[src/rtl/adc_playback_tx.sv]
// DDR sample serializer: unpacks 64-bit words (four 16-bit samples) from a small
// input FIFO or a built-in pattern source into 6-bit rising/falling edge data.
module adc_playback_tx #(
  parameter int FIFO_DEPTH = 4,
  parameter int RAMP_W     = 12
) (
  input  logic                          dco,
  input  logic                          rst_n,
  input  logic [1:0]                    mode,
  input  logic [63:0]                   wr_data,
  input  logic                          wr_valid,
  output logic                          wr_ready,
  output logic [$clog2(FIFO_DEPTH):0]   fifo_level,
  output logic [5:0]                    q_r,
  output logic [5:0]                    q_f,
  output logic                          frame,
  output logic                          underflow,
  input  logic                          clr_underflow
);

  localparam int AW = $clog2(FIFO_DEPTH);
  localparam int LW = AW + 1;

  typedef enum logic [1:0] {
    MODE_FIFO  = 2'b00,
    MODE_RAMP  = 2'b01,
    MODE_CHECK = 2'b10,
    MODE_ZERO  = 2'b11
  } mode_e;

  // Sample layout is {2'b0, hi[5:0], 2'b0, lo[5:0]}; the spare bits are dropped here.
  function automatic logic [5:0] lo_of(input logic [15:0] smp);
    return smp[5:0];
  endfunction

  function automatic logic [5:0] hi_of(input logic [15:0] smp);
    return smp[13:8];
  endfunction

  function automatic logic [15:0] ramp_sample(input logic [RAMP_W-1:0] r);
    return {2'b00, r[11:6], 2'b00, r[5:0]};
  endfunction

  logic [63:0]       mem_r [FIFO_DEPTH];
  logic [AW-1:0]     wr_ptr_r;
  logic [AW-1:0]     rd_ptr_r;
  logic [LW-1:0]     level_r;

  logic [1:0]        idx_r;
  logic [63:0]       word_r;
  mode_e             mode_r;
  logic [RAMP_W-1:0] ramp_r;
  logic [5:0]        hi_hold_r;
  logic [5:0]        q_r_r;
  logic [5:0]        q_f_r;
  logic              frame_r;
  logic              underflow_r;

  logic              ready_s;
  logic              push_s;
  logic              pop_s;
  logic              starve_s;
  mode_e             cur_mode_s;
  logic [63:0]       cur_word_s;
  logic [15:0]       sample_s;

  assign ready_s    = (level_r < LW'(FIFO_DEPTH));
  assign push_s     = wr_valid && ready_s;
  assign wr_ready   = ready_s;
  assign fifo_level = level_r;
  assign q_r        = q_r_r;
  assign q_f        = q_f_r;
  assign frame      = frame_r;
  assign underflow  = underflow_r;

  // Word-boundary source selection: a fresh word/mode is taken only when idx is 0.
  always_comb begin
    pop_s      = 1'b0;
    starve_s   = 1'b0;
    cur_mode_s = mode_r;
    cur_word_s = word_r;
    if (idx_r == 2'd0) begin
      cur_mode_s = mode_e'(mode);
      if (cur_mode_s == MODE_FIFO) begin
        if (level_r != {LW{1'b0}}) begin
          pop_s      = 1'b1;
          cur_word_s = mem_r[rd_ptr_r];
        end else begin
          starve_s   = 1'b1;
          cur_word_s = 64'd0;
        end
      end else begin
        cur_word_s = 64'd0;
      end
    end else begin
      cur_mode_s = mode_r;
      cur_word_s = word_r;
    end
  end

  // Sample emitted this cycle for the active mode and position within the word.
  always_comb begin
    sample_s = 16'd0;
    case (cur_mode_s)
      MODE_FIFO: begin
        case (idx_r)
          2'd0:    sample_s = cur_word_s[63:48];
          2'd1:    sample_s = cur_word_s[47:32];
          2'd2:    sample_s = cur_word_s[31:16];
          2'd3:    sample_s = cur_word_s[15:0];
          default: sample_s = 16'd0;
        endcase
      end
      MODE_RAMP:  sample_s = ramp_sample(ramp_r);
      MODE_CHECK: sample_s = {2'b00, 6'h2A, 2'b00, 6'h15};
      MODE_ZERO:  sample_s = 16'd0;
      default:    sample_s = 16'd0;
    endcase
  end

  // Input FIFO storage and pointers; a word written now is readable from the next edge.
  always_ff @(posedge dco or negedge rst_n) begin
    if (!rst_n) begin
      for (int i = 0; i < FIFO_DEPTH; i++) begin
        mem_r[i] <= 64'd0;
      end
      wr_ptr_r <= {AW{1'b0}};
      rd_ptr_r <= {AW{1'b0}};
      level_r  <= {LW{1'b0}};
    end else begin
      if (push_s) begin
        mem_r[wr_ptr_r] <= wr_data;
        wr_ptr_r        <= wr_ptr_r + {{(AW-1){1'b0}}, 1'b1};
      end
      if (pop_s) begin
        rd_ptr_r <= rd_ptr_r + {{(AW-1){1'b0}}, 1'b1};
      end
      case ({push_s, pop_s})
        2'b10:   level_r <= level_r + {{(LW-1){1'b0}}, 1'b1};
        2'b01:   level_r <= level_r - {{(LW-1){1'b0}}, 1'b1};
        default: level_r <= level_r;
      endcase
    end
  end

  // Serializer state and output registers; hi is delayed one cycle to pair with lo.
  always_ff @(posedge dco or negedge rst_n) begin
    if (!rst_n) begin
      idx_r       <= 2'd0;
      word_r      <= 64'd0;
      mode_r      <= MODE_FIFO;
      ramp_r      <= {RAMP_W{1'b0}};
      hi_hold_r   <= 6'd0;
      q_r_r       <= 6'd0;
      q_f_r       <= 6'd0;
      frame_r     <= 1'b0;
      underflow_r <= 1'b0;
    end else begin
      idx_r <= idx_r + 2'd1;
      if (idx_r == 2'd0) begin
        word_r <= cur_word_s;
        mode_r <= cur_mode_s;
      end
      if (cur_mode_s == MODE_RAMP) begin
        ramp_r <= ramp_r + {{(RAMP_W-1){1'b0}}, 1'b1};
      end
      q_f_r     <= lo_of(sample_s);
      hi_hold_r <= hi_of(sample_s);
      q_r_r     <= hi_hold_r;
      frame_r   <= (idx_r == 2'd0);
      // A fresh underflow outranks a clear on the same edge.
      if (starve_s) begin
        underflow_r <= 1'b1;
      end else if (clr_underflow) begin
        underflow_r <= 1'b0;
      end
    end
  end

endmodule

[config.mk]
export PLATFORM = sky130hd
export DESIGN_NAME = adc_playback_tx
export DESIGN_NICKNAME = d
export VERILOG_FILES = /design/src/rtl/adc_playback_tx.sv
export SDC_FILE = /design/constraint.sdc
export NUM_CORES = 1
export LEC_CHECK = 0
export ABC_AREA = 1
export BUFFER_PORTS_ARGS = -buffer_cell sky130_fd_sc_hd__buf_2
export CAP_MARGIN = 30
export CORE_ASPECT_RATIO = 1.75
export CORE_MARGIN = 1.5
export CORE_UTILIZATION = 49
export CTS_CLUSTER_SIZE = 14
export DETAILED_ROUTE_END_ITERATION = 12
export PLACE_DENSITY = 0.69
export SYNTH_ARGS = -nofsm -noshare
export SYNTH_HDL_FRONTEND = slang
export SYNTH_SLANG_ARGS = --single-unit
[constraint.sdc]
create_clock -name dco -period 6.3 [get_ports dco]
set_input_delay 0.63 -clock dco [delete_from_list [all_inputs] [get_ports dco]]
set_output_delay 0.63 -clock dco [all_outputs]
set_load 0.02 [all_outputs]
Word-level counts from Yosys, hierarchy flattened
Cells that the tools add are included.
- add/subtract/negate cells: 6
- order comparisons: 4
- equality and inequality tests: 8
- multiplexer cells: 21
- bitwise operators: 2
- reduce and logical (&&, ||, !) cells: 8
- operators with widths (operator ; number):
    $mux W64 ; 6
    $bwmux W256 ; 1
    $bmux W64 S2 ; 1
    $demux W64 S2 ; 1
    $pmux W14 S4 ; 2
    $add A12 B1 Y12 const B ; 1
    $eq A2 B2 Y1 const B ; 5
    $mux W1 ; 8
    $add A2 B1 Y2 const B ; 3
    $eq A2 B1 Y1 const B ; 3
    $ge A3 B3 Y1 const B ; 2
    $logic_not A2 Y1 ; 3
    $not A2 Y3 ; 2
    $pmux W3 S2 ; 1
    $reduce_bool A2 Y1 ; 2
    $add A3 B1 Y3 const B ; 1
    $lt A3 B1 Y1 const B ; 1
    $lt A3 B3 Y1 const B ; 1
    $reduce_bool A3 Y1 ; 1
    $sub A3 B1 Y3 const B ; 1
    $logic_and A1 B1 Y1 ; 2
    $mux W2 ; 1
- flip-flop bits (word level): 363
- word-level logic and storage cells: 65

Depth between registers and ports, before layout
Gate-level depths: netlist (run 1).
- depth after elaboration: 9
- depth in mapped cells: 15

Worst setup path after synthesis (run 1)
No wires, ideal clock.
- path kind: reg2reg
- from: register idx_r[0]
- to: register level_r[2], in the netlist fifo_level[2]
- arrival time: 2.321 ns
- setup slack: 3.848 ns
- cell stages (with the launch flop): 16
- path buffers: 3
- period minus slack after synthesis: 2.452 ns
- path through: dfrtp_1 > inv_1 > ha_1 > inv_2 > nor2_2 > nand2_1 > nor2_2 > buf_6 > buf_6 > buf_2 > ha_1 > inv_1 > fa_1 > a21oi_1 > o21ai_0 > xor2_1
- word-level cells in the longest chain between the ends: 4
- elaborated cells between the ends (all ways): 6
- those cells by class: eq/ne (2); mux (2); reduce/logical (2)
- ends and longest elaborated chain (what ; line ; text):
    start: declaration ; 49 ; logic [1:0] idx_r;
    start signal: assignment ; 159 ; idx_r <= idx_r + 2'd1;
    $logic_not A2 Y1 (*) ; 82 ; if (idx_r == 2'd0) begin
    $mux W1 (*) ; 82 ;
    net pop_s ; 61 ; logic pop_s;
    $eq A2 B1 Y1 or $eq A2 B2 Y1 (tied branches) ; 138 ; case ({push_s, pop_s})
    $pmux W3 S2 or $reduce_bool A2 Y1 (tied branches) ; - ;
    end signal: assignment ; 139 ; 2'b10: level_r <= level_r + {{(LW-1){1'b0}}, 1'b1};
    end signal: assignment ; 140 ; 2'b01: level_r <= level_r - {{(LW-1){1'b0}}, 1'b1};
    end signal: assignment ; 141 ; default: level_r <= level_r;
    end: declaration ; 47 ; logic [LW-1:0] level_r;
The timed path passes the listed nets; every way through them passes the cells marked *.
A chain may end at the register's enable or synchronous reset.

Worst setup path in the final report (run 1)
- from: register idx_r[0]
- to: register level_r[2], in the netlist fifo_level[2]
- word-level cells in the longest chain between the ends: 4
- elaborated cells between the ends (all ways): 6
- those cells by class: eq/ne (2); mux (2); reduce/logical (2)
- ends and longest elaborated chain (what ; line):
    $logic_not A2 Y1 (*) ; 82
    $mux W1 (*) ; 82
    $eq A2 B1 Y1 or $eq A2 B2 Y1 (tied branches) ; 138
    $pmux W3 S2 or $reduce_bool A2 Y1 (tied branches) ; -
Mark *: on every way between the ends. The rest lies on a longest branch, timed or not.

==> metrics.json, run 1 <==
{
  "run_status": {"value": "finished clean"},
  "worst_r2r_endpoint": {"value": "fifo_level[2]$_DFFE_PN0P_"},
  "wirelength_met1": {"value": 11.76, "unit": "mm"},
  "layout-drive-gt1-share": {"value": 8.544, "unit": "%"},
  "setup_tns": {"value": 0, "unit": "ps"},
  "height_of_the_die": {"value": 212.0, "unit": "um"},
  "min-delay-path-class": {"value": "primary input to asynchronous set/reset pin"},
  "clock-root-buffer": {"value": "sky130_fd_sc_hd__clkbuf_16"},
  "cts.repair_timing.setup_buffer_count": {"value": 0},
  "min_period_over_period": {"value": 54.31, "unit": "%"},
  "max-clock-path-buffers": {"value": 3},
  "grt_remaining_overflow": {"value": 0},
  "rsz0062_at_grt": {"value": "false"},
  "top_signal_layer_used": {"value": "met4"},
  "synthDominantCellAreaShare": {"value": 55.46, "unit": "%"},
  "synth_top_cell_by_area": {"value": "sky130_fd_sc_hd__dfrtp_1"},
  "cts_buffers": {"value": 25},
  "detail_route.vias_per_cell": {"value": 5.130},
  "worst-r2r-setup-slack": {"value": 2880, "unit": "ps"},
  "timing.critical_path.cells": {"value": "inv_1, ha_1, inv_2, nor2_2, nand2_1, nor2_4, buf_4, ha_1, inv_1, fa_1, a21oi_1, o21ai_0, xor2_1"},
  "fp-row-count": {"value": 76},
  "synth_seq_cells": {"value": 271},
  "timing_hold_violations_final": {"value": 0},
  "yosys_warnings": {"value": 0},
  "worst_clock_skew": {"value": 16.89, "unit": "ps"},
  "flow.area_growth_from_synthesis": {"value": 9.783, "unit": "%"},
  "leakagePower": {"value": 0.007113, "unit": "uW"},
  "yosys-top-cells-count": {"value": "sky130_fd_sc_hd__nand2_1 (557), sky130_fd_sc_hd__dfrtp_1 (271), sky130_fd_sc_hd__o21ai_0 (218)"},
  "met2WireLength": {"value": 13.83, "unit": "mm"},
  "syn-instance-count": {"value": 1510},
  "grt_util_all_layers": {"value": 22.71, "unit": "%"},
  "final_period_minus_worst_setup_slack": {"value": 3422, "unit": "ps"},
  "maxClockFrequency": {"value": 0.2922, "unit": "GHz"},
  "capturing_instance_or_port_of_the_critical_path": {"value": "fifo_level[2]$_DFFE_PN0P_"},
  "power.density": {"value": 474.5, "unit": "nW/um2"},
  "slew_viol_final": {"value": 0},
  "clock_latency": {"value": 530, "unit": "ps"},
  "cts.clk_slew.worst_paths": {"value": 70, "unit": "ps"},
  "peakVddDrop": {"value": 345.2, "unit": "uV"},
  "postSynth.asyncResetShare": {"value": 100.0, "unit": "%"},
  "coreArea": {"value": 24530, "unit": "um2"},
  "timing.critical_path.to_type": {"value": "register"},
  "postCtsHoldBufs": {"value": 0},
  "ant_nets": {"value": 0},
  "worst-path-max-fanout": {"value": 52},
  "synth_top_cells_by_area": {"value": "sky130_fd_sc_hd__dfrtp_1 (55%), sky130_fd_sc_hd__nand2_1 (17%), sky130_fd_sc_hd__o21ai_0 (8.9%)"},
  "numPlacedInstances": {"value": 1815},
  "timing.critical_path.required": {"value": 6710, "unit": "ps"},
  "num-nets-final": {"value": 1611},
  "grt_antenna_before_repair": {"value": 0},
  "worst-slew-pin-transition": {"value": 992.6, "unit": "ps"},
  "cts_resized": {"value": 0},
  "cap_violations": {"value": 0},
  "drc_errors": {"value": 0},
  "hold-worst-slack": {"value": 222.8, "unit": "ps"},
  "cp_slowest_stage_delay": {"value": 440, "unit": "ps"},
  "yosys.cell_types.count": {"value": 29},
  "drt_initial_violations": {"value": 664},
  "synth_nets": {"value": 1591},
  "synth.cell_area": {"value": 12230, "unit": "um2"},
  "finalInstanceArea": {"value": 13420, "unit": "um2"},
  "met3_wirelength": {"value": 1.145, "unit": "mm"},
  "number_of_setup_violations_in_the_final_report": {"value": 0},
  "path_class": {"value": "register to register"},
  "synth.yosys.seq_area_share": {"value": 55.46, "unit": "%"},
  "ys.flop_type": {"value": "sky130_fd_sc_hd__dfrtp_1"},
  "timing.critical_path.from": {"value": "idx_r[0]$_DFF_PN0_"},
  "largest_net_degree_at_the_start_of_global_routing": {"value": 147},
  "tritoncts": {"value": "yes"},
  "detail_route.wirelength": {"value": 27.94, "unit": "mm"},
  "yosys.cell_count.top_type": {"value": "sky130_fd_sc_hd__nand2_1"},
  "ioPinCount": {"value": 88},
  "postSynthAreaPerCell": {"value": 8.097, "unit": "um2"},
  "worstReg2RegStart": {"value": "idx_r[0]$_DFF_PN0_"},
  "synth_edf_count": {"value": 0},
  "crit_path_top_delay_cell": {"value": "sky130_fd_sc_hd__nor2_4"},
  "place_area": {"value": 12660, "unit": "um2"},
  "grt_pass1_wl": {"value": 46.37, "unit": "mm"},
  "place_ws": {"value": 2854, "unit": "ps"},
  "dp.final_hpwl": {"value": 17.07, "unit": "mm"},
  "final-instance-count-excl-fill": {"value": 1857},
  "first_pass_iters": {"value": 5},
  "critical_path_launch_point_type": {"value": "register"},
  "floorplan.die_area": {"value": 25950, "unit": "um2"},
  "worst_slew_margin_rel": {"value": 33.82, "unit": "%"},
  "arrival": {"value": 3830, "unit": "ps"},
  "num_vias": {"value": 9526},
  "starting_density_of_the_core": {"value": 49.84, "unit": "%"},
  "grt_pass1_vias": {"value": 9308},
  "avgRoutedWirePerCell": {"value": 15.05, "unit": "um"},
  "number_of_cells_on_the_worst_reg_to_reg_path": {"value": 13},
  "number_of_clock_sinks": {"value": 271},
  "post_layout_worst_setup_margin": {"value": 2878, "unit": "ps"},
  "die_width": {"value": 122.4, "unit": "um"},
  "global_placement_routability_congestion": {"value": 0.8383},
  "port_buffers": {"value": 71},
  "max_h_tree_level": {"value": 1},
  "num_antenna_cells": {"value": 0}
}
through the flow:
step           total power (uW)  utilization, %
5_1_grt                    6907           54.71
3_3_place_gp               4889           51.61
2_1_floorplan              4343               -
3_5_place_dp               4975           51.61
6_report                   6369           54.71
4_1_cts                    6426           54.71
placed cells by master (no fill, tap or decap), drive strengths merged, types with 5 or more instances in the layout:
| master | n |
|---|---|
| nor2 | 45 |
| inv | 168 |
| a21boi | 5 |
| a21oi | 15 |
| nand3 | 74 |
| clkbuf | 38 |
| xor2 | 11 |
| nand2 | 558 |
| or2 | 12 |
| ha | 10 |
| o21ai | 230 |
| buf | 81 |
| dfrtp | 271 |
| o22ai | 12 |
power breakdown:
part	total (uW)	switching [uW]	internal [uW]
clock	1430	631	800
sequential	2810	384	2430
combinational	2130	1390	735
total	6370	2410	3960
area by class of cell:
cell class              count  area, um2
clock inverters             4      26.28
repair buffers             81      452.9
inverters                 167      626.9
multi-input cells         984       4407
flip-flops and latches    271       6785
well taps                 312      390.4
fillers                  2263      11110
clock buffers              38      734.5
flip-flops by register name (all words and copies together), names as in the netlist, 3 cells and up:
signal and count:
word_r 36, mem_r 192, hi_hold_r 6, q_r 6
q_f 6, fifo_level 3, ramp_r 12
logic make-up after synthesis:
logic type	synth area share (%)
AND/OR/NAND/NOR	22.62
flip-flops	55.46
AO/OA/AOI/OAI	10.95
buffers and inverters	8.616
XOR/XNOR	1.074
adder cells (fa/ha/maj)	1.187
multiplexers	0.09209
worst max-delay path, delay by kind of cell, from the launching register on:
family	cells	cell delay, ps
compound gates	2	240
simple gates	3	770
xor+xnor	1	150
fa+ha+maj	3	800
flops	1	400
buf+inv	4	910
worst min-delay path by stage:
stage,startpoint,to,slack [ps],depth (start not counted)
5_1_grt,clr_underflow,underflow$_DFFE_PN0P_,280,2
3_5_place_dp,hi_hold_r[5]$_DFF_PN0_,q_r[5]$_DFF_PN0_,340,0
6_report,rst_n,mem_r[113]$_DFFE_PN0P_,220,1
3_3_place_gp,hi_hold_r[2]$_DFF_PN0_,q_r[2]$_DFF_PN0_,340,0
2_1_floorplan,rst_n,fifo_level[0]$_DFFE_PN0P_,330,0
4_1_cts,rst_n,mem_r[228]$_DFFE_PN0P_,250,1
routing by layer:
layer,GRT usage [%],vias to the layer above
met5,0,-
met4,10.18,0
met3,2.478,59
met2,38.89,216
met1,28.74,4533
li1,-,4718
(Power assumes the default switching activity.)
==> run 2: changes to the inputs <==
clock period = 3.5 ns   (was 6.3 ns; I/O delays follow)
==> metrics.json, run 2 (same netlist as run 1, synthesis figures left out) <==
{
  "met3_wirelength": {"value": 1.081, "unit": "mm", "change": "-5.6%"},
  "num-nets-final": {"value": 1624, "change": "+0.81%"},
  "dp.final_hpwl": {"value": 18.28, "unit": "mm", "change": "+7.1%"},
  "final_period_minus_worst_setup_slack": {"value": 2642, "unit": "ps", "change": "-780.1 ps"},
  "largest_reg_flops": {"value": 192, "change": "unchanged"},
  "floorplan.die_area": {"value": 25950, "unit": "um2", "change": "unchanged"},
  "worst-path-max-fanout": {"value": 42, "change": "-19%"},
  "path_class": {"value": "register to register"},
  "timing_hold_violations_final": {"value": 0, "change": "unchanged"},
  "coreArea": {"value": 24530, "unit": "um2", "change": "unchanged"},
  "cp_slowest_stage_delay": {"value": 460, "unit": "ps", "change": "+20 ps"},
  "num_vias": {"value": 9516, "change": "-0.10%"},
  "worst_slew_margin_rel": {"value": 34.72, "unit": "%", "change": "+0.89 points"},
  "detail_route.wirelength": {"value": 28.84, "unit": "mm", "change": "+3.2%"},
  "ant_nets": {"value": 0, "change": "unchanged"},
  "min_period_over_period": {"value": 75.48, "unit": "%", "change": "+21 points"},
  "min-delay-path-class": {"value": "primary input to register"},
  "cts_resized": {"value": 0, "change": "unchanged"},
  "crit_family": {"value": "simple AND/OR/NAND/NOR gates"},
  "timing.critical_path.buf_inv": {"value": 3, "change": "-1"},
  "tritoncts": {"value": "yes"},
  "hold-worst-slack": {"value": 124.5, "unit": "ps", "change": "-98.31 ps"},
  "worstReg2RegStart": {"value": "idx_r[0]$_DFF_PN0_"},
  "grt_antenna_before_repair": {"value": 0, "change": "unchanged"},
  "timing.critical_path.to_type": {"value": "register"},
  "rsz0062_at_grt": {"value": "false"},
  "timing.critical_path.required": {"value": 3930, "unit": "ps", "change": "-2780 ps"},
  "utilization": {"value": 55.74, "unit": "%", "change": "+1.0 points"},
  "grt_util_all_layers": {"value": 23.40, "unit": "%", "change": "+0.69 points"},
  "worst-r2r-setup-slack": {"value": 860, "unit": "ps", "change": "-2020 ps"},
  "largest_net_degree_at_the_start_of_global_routing": {"value": 101, "change": "-31%"},
  "final_common_cell": {"value": "sky130_fd_sc_hd__nand2_1"},
  "fillers": {"value": 2329, "change": "+2.9%"},
  "setup_tns": {"value": 0, "unit": "ps", "change": "unchanged"},
  "layout_common_cells": {"value": "sky130_fd_sc_hd__nand2_1 (553), sky130_fd_sc_hd__dfrtp_1 (270), sky130_fd_sc_hd__o21ai_0 (218), sky130_fd_sc_hd__inv_1 (163), sky130_fd_sc_hd__nand3_1 (74)"},
  "detail_route.vias_per_cell": {"value": 5.078, "change": "-1.0%"},
  "die_width": {"value": 122.4, "unit": "um", "change": "unchanged"},
  "drt_initial_violations": {"value": 663, "change": "-0.15%"},
  "cts.clk_slew.worst_paths": {"value": 70, "unit": "ps", "change": "about the same"},
  "global_placement_routability_congestion": {"value": 0.8008, "change": "-4.5%"},
  "height_of_the_die": {"value": 212.0, "unit": "um", "change": "unchanged"},
  "grt_pass1_vias": {"value": 9402, "change": "+1.0%"},
  "crit_path_top_delay_cell": {"value": "sky130_fd_sc_hd__buf_4"},
  "cap_violations": {"value": 0, "change": "unchanged"},
  "seqPwrFrac": {"value": 42.8, "unit": "%", "change": "-1.3 points"},
  "whs_path_depth": {"value": 3},
  "peakVddDrop": {"value": 617.7, "unit": "uV", "change": "+79%"},
  "number_of_setup_violations_in_the_final_report": {"value": 0, "change": "unchanged"},
  "port_buffers": {"value": 71, "change": "unchanged"},
  "fp-row-count": {"value": 76, "change": "unchanged"},
  "biggestRegsByFlops": {"value": "mem_r: 192 flops, word_r: 36 flops, ramp_r: 12 flops"},
  "grt_remaining_overflow": {"value": 0, "change": "unchanged"},
  "largest-register": {"value": "mem_r"},
  "clock-root-buffer": {"value": "sky130_fd_sc_hd__clkbuf_16"},
  "maxClockFrequency": {"value": 0.3786, "unit": "GHz", "change": "+30%"},
  "critical_path_launch_point_type": {"value": "register"},
  "power.combinational.fraction": {"value": 33.0, "unit": "%", "change": "-0.4 points"},
  "power.density": {"value": 864.4, "unit": "nW/um2", "change": "+82%"},
  "flow.area_growth_from_synthesis": {"value": 11.85, "unit": "%"},
  "cts_buffers": {"value": 26, "change": "+4.0%"},
  "max_h_tree_level": {"value": 1, "change": "unchanged"},
  "hold_path_startpoint": {"value": "wr_data[26]"},
  "pwr-share-clk": {"value": 24.2, "unit": "%", "change": "+1.7 points"},
  "intPower": {"value": 7405, "unit": "uW", "change": "+87%"},
  "drc_errors": {"value": 0, "change": "unchanged"},
  "run_status": {"value": "finished clean"},
  "met2WireLength": {"value": 14.70, "unit": "mm", "change": "+6.3%"},
  "number_of_cells_on_the_worst_reg_to_reg_path": {"value": 13, "change": "unchanged"},
  "slew_viol_final": {"value": 0, "change": "unchanged"},
  "worst_clock_skew": {"value": 8.098, "unit": "ps", "change": "-8.789 ps"},
  "grt_pass1_wl": {"value": 47.71, "unit": "mm", "change": "+2.9%"},
  "worst-slew-pin-transition": {"value": 979.2, "unit": "ps", "change": "-13.42 ps"},
  "clock_latency": {"value": 540, "unit": "ps", "change": "about the same"},
  "timing.critical_path.mode_cell": {"value": "sky130_fd_sc_hd__nand2_1"},
  "timing.critical_path.cells": {"value": "inv_1, ha_1, inv_2, nor2_2, nand2_1, nor2_4, buf_4, nand3_1, nand2_1, nand2_1, nand3_1, nand2_1, a21boi_1"},
  "ioPinCount": {"value": 88, "change": "unchanged"},
  "starting_density_of_the_core": {"value": 49.84, "unit": "%", "change": "unchanged"},
  "max-clock-path-buffers": {"value": 3, "change": "unchanged"},
  "number_of_clock_sinks": {"value": 271, "change": "unchanged"},
  "layout-drive-gt1-share": {"value": 9.603, "unit": "%", "change": "+1.1 points"},
  "arrival": {"value": 3080, "unit": "ps", "change": "-750 ps"},
  "wirelength_met1": {"value": 12.04, "unit": "mm", "change": "+2.4%"},
  "switching_share": {"value": 37.35, "unit": "%", "change": "-0.42 points"},
  "finalInstanceArea": {"value": 13680, "unit": "um2", "change": "+1.9%"},
  "holdPathEnd": {"value": "mem_r[90]$_DFFE_PN0P_"},
  "first_pass_iters": {"value": 5, "change": "unchanged"},
  "power.net_switching": {"value": 4416, "unit": "uW", "change": "+84%"},
  "leakagePower": {"value": 0.007250, "unit": "uW", "change": "+1.9%"},
  "avgRoutedWirePerCell": {"value": 15.39, "unit": "um", "change": "+2.3%"},
  "num_antenna_cells": {"value": 0, "change": "unchanged"},
  "top_signal_layer_used": {"value": "met4"},
  "place_area": {"value": 12770, "unit": "um2", "change": "+0.89%"},
  "total_power": {"value": 11820, "unit": "uW", "change": "+86%"},
  "worst_r2r_endpoint": {"value": "hi_hold_r[1]$_DFF_PN0_"}
}
[run 2: what timing repair did]
item / in CTS / in global routing
hold buffers: 2 / 0
buffers inserted: 0 / 0
endpoints found under the hold margin: 96 / 0
[run 2: power groups by stage]
stage	Clock (uW)	Sequential [uW]	Combinational, uW
finish	2860	5060	3900
global route	3030	5220	4520
CTS	2910	5050	3960
detailed placement	0	5100	3930
global placement	0	5050	3830
floorplan	0	4930	2890
[run 2: stage by stage]
step / std cells / setup slack (ps)
floorplan: 1510 / 1048
global placement: 1825 / 961.1
detailed placement: 1825 / 883.9
CTS: 1874 / 851.2
global route: 1874 / 670.4
finish: 1874 / 858.3
[run 2: worst max path at each step]
stage / from / depth (start not counted) / end
global placement: idx_r[0]$_DFF_PN0_ / 13 / hi_hold_r[3]$_DFF_PN0_
CTS: idx_r[0]$_DFF_PN0_ / 13 / hi_hold_r[1]$_DFF_PN0_
detailed placement: idx_r[0]$_DFF_PN0_ / 13 / hi_hold_r[1]$_DFF_PN0_
finish: idx_r[0]$_DFF_PN0_ / 13 / hi_hold_r[1]$_DFF_PN0_
global route: idx_r[0]$_DFF_PN0_ / 15 / q_f[5]$_DFF_PN0_
floorplan: idx_r[0]$_DFF_PN0_ / 15 / fifo_level[2]$_DFFE_PN0P_
[run 2: tightest hold or removal path, stage by stage]
cell and delay [ps]:
sky130_fd_sc_hd__buf_2 80, sky130_fd_sc_hd__inv_1 50, sky130_fd_sc_hd__o21ai_0 140
[run 2: layout make-up]
class | instances | area [um2] | share of cell area [%]
Inverter | 167 | 626.9 | 4.584
Clock buffer | 40 | 814.5 | 5.956
Multi-Input combinational cell | 984 | 4407 | 32.22
Timing Repair Buffer | 93 | 585.6 | 4.282
Sequential cell | 271 | 6785 | 49.62
Tap cell | 312 | 390.4 | 2.855
Clock inverter | 7 | 66.31 | 0.4849
[run 2: routing by layer]
metal  vias up  GRT usage (%)
met5         -              0
met1      4505          29.72
met3        60          2.559
met4         0          8.180
met2       203          41.07
li1       4748              -
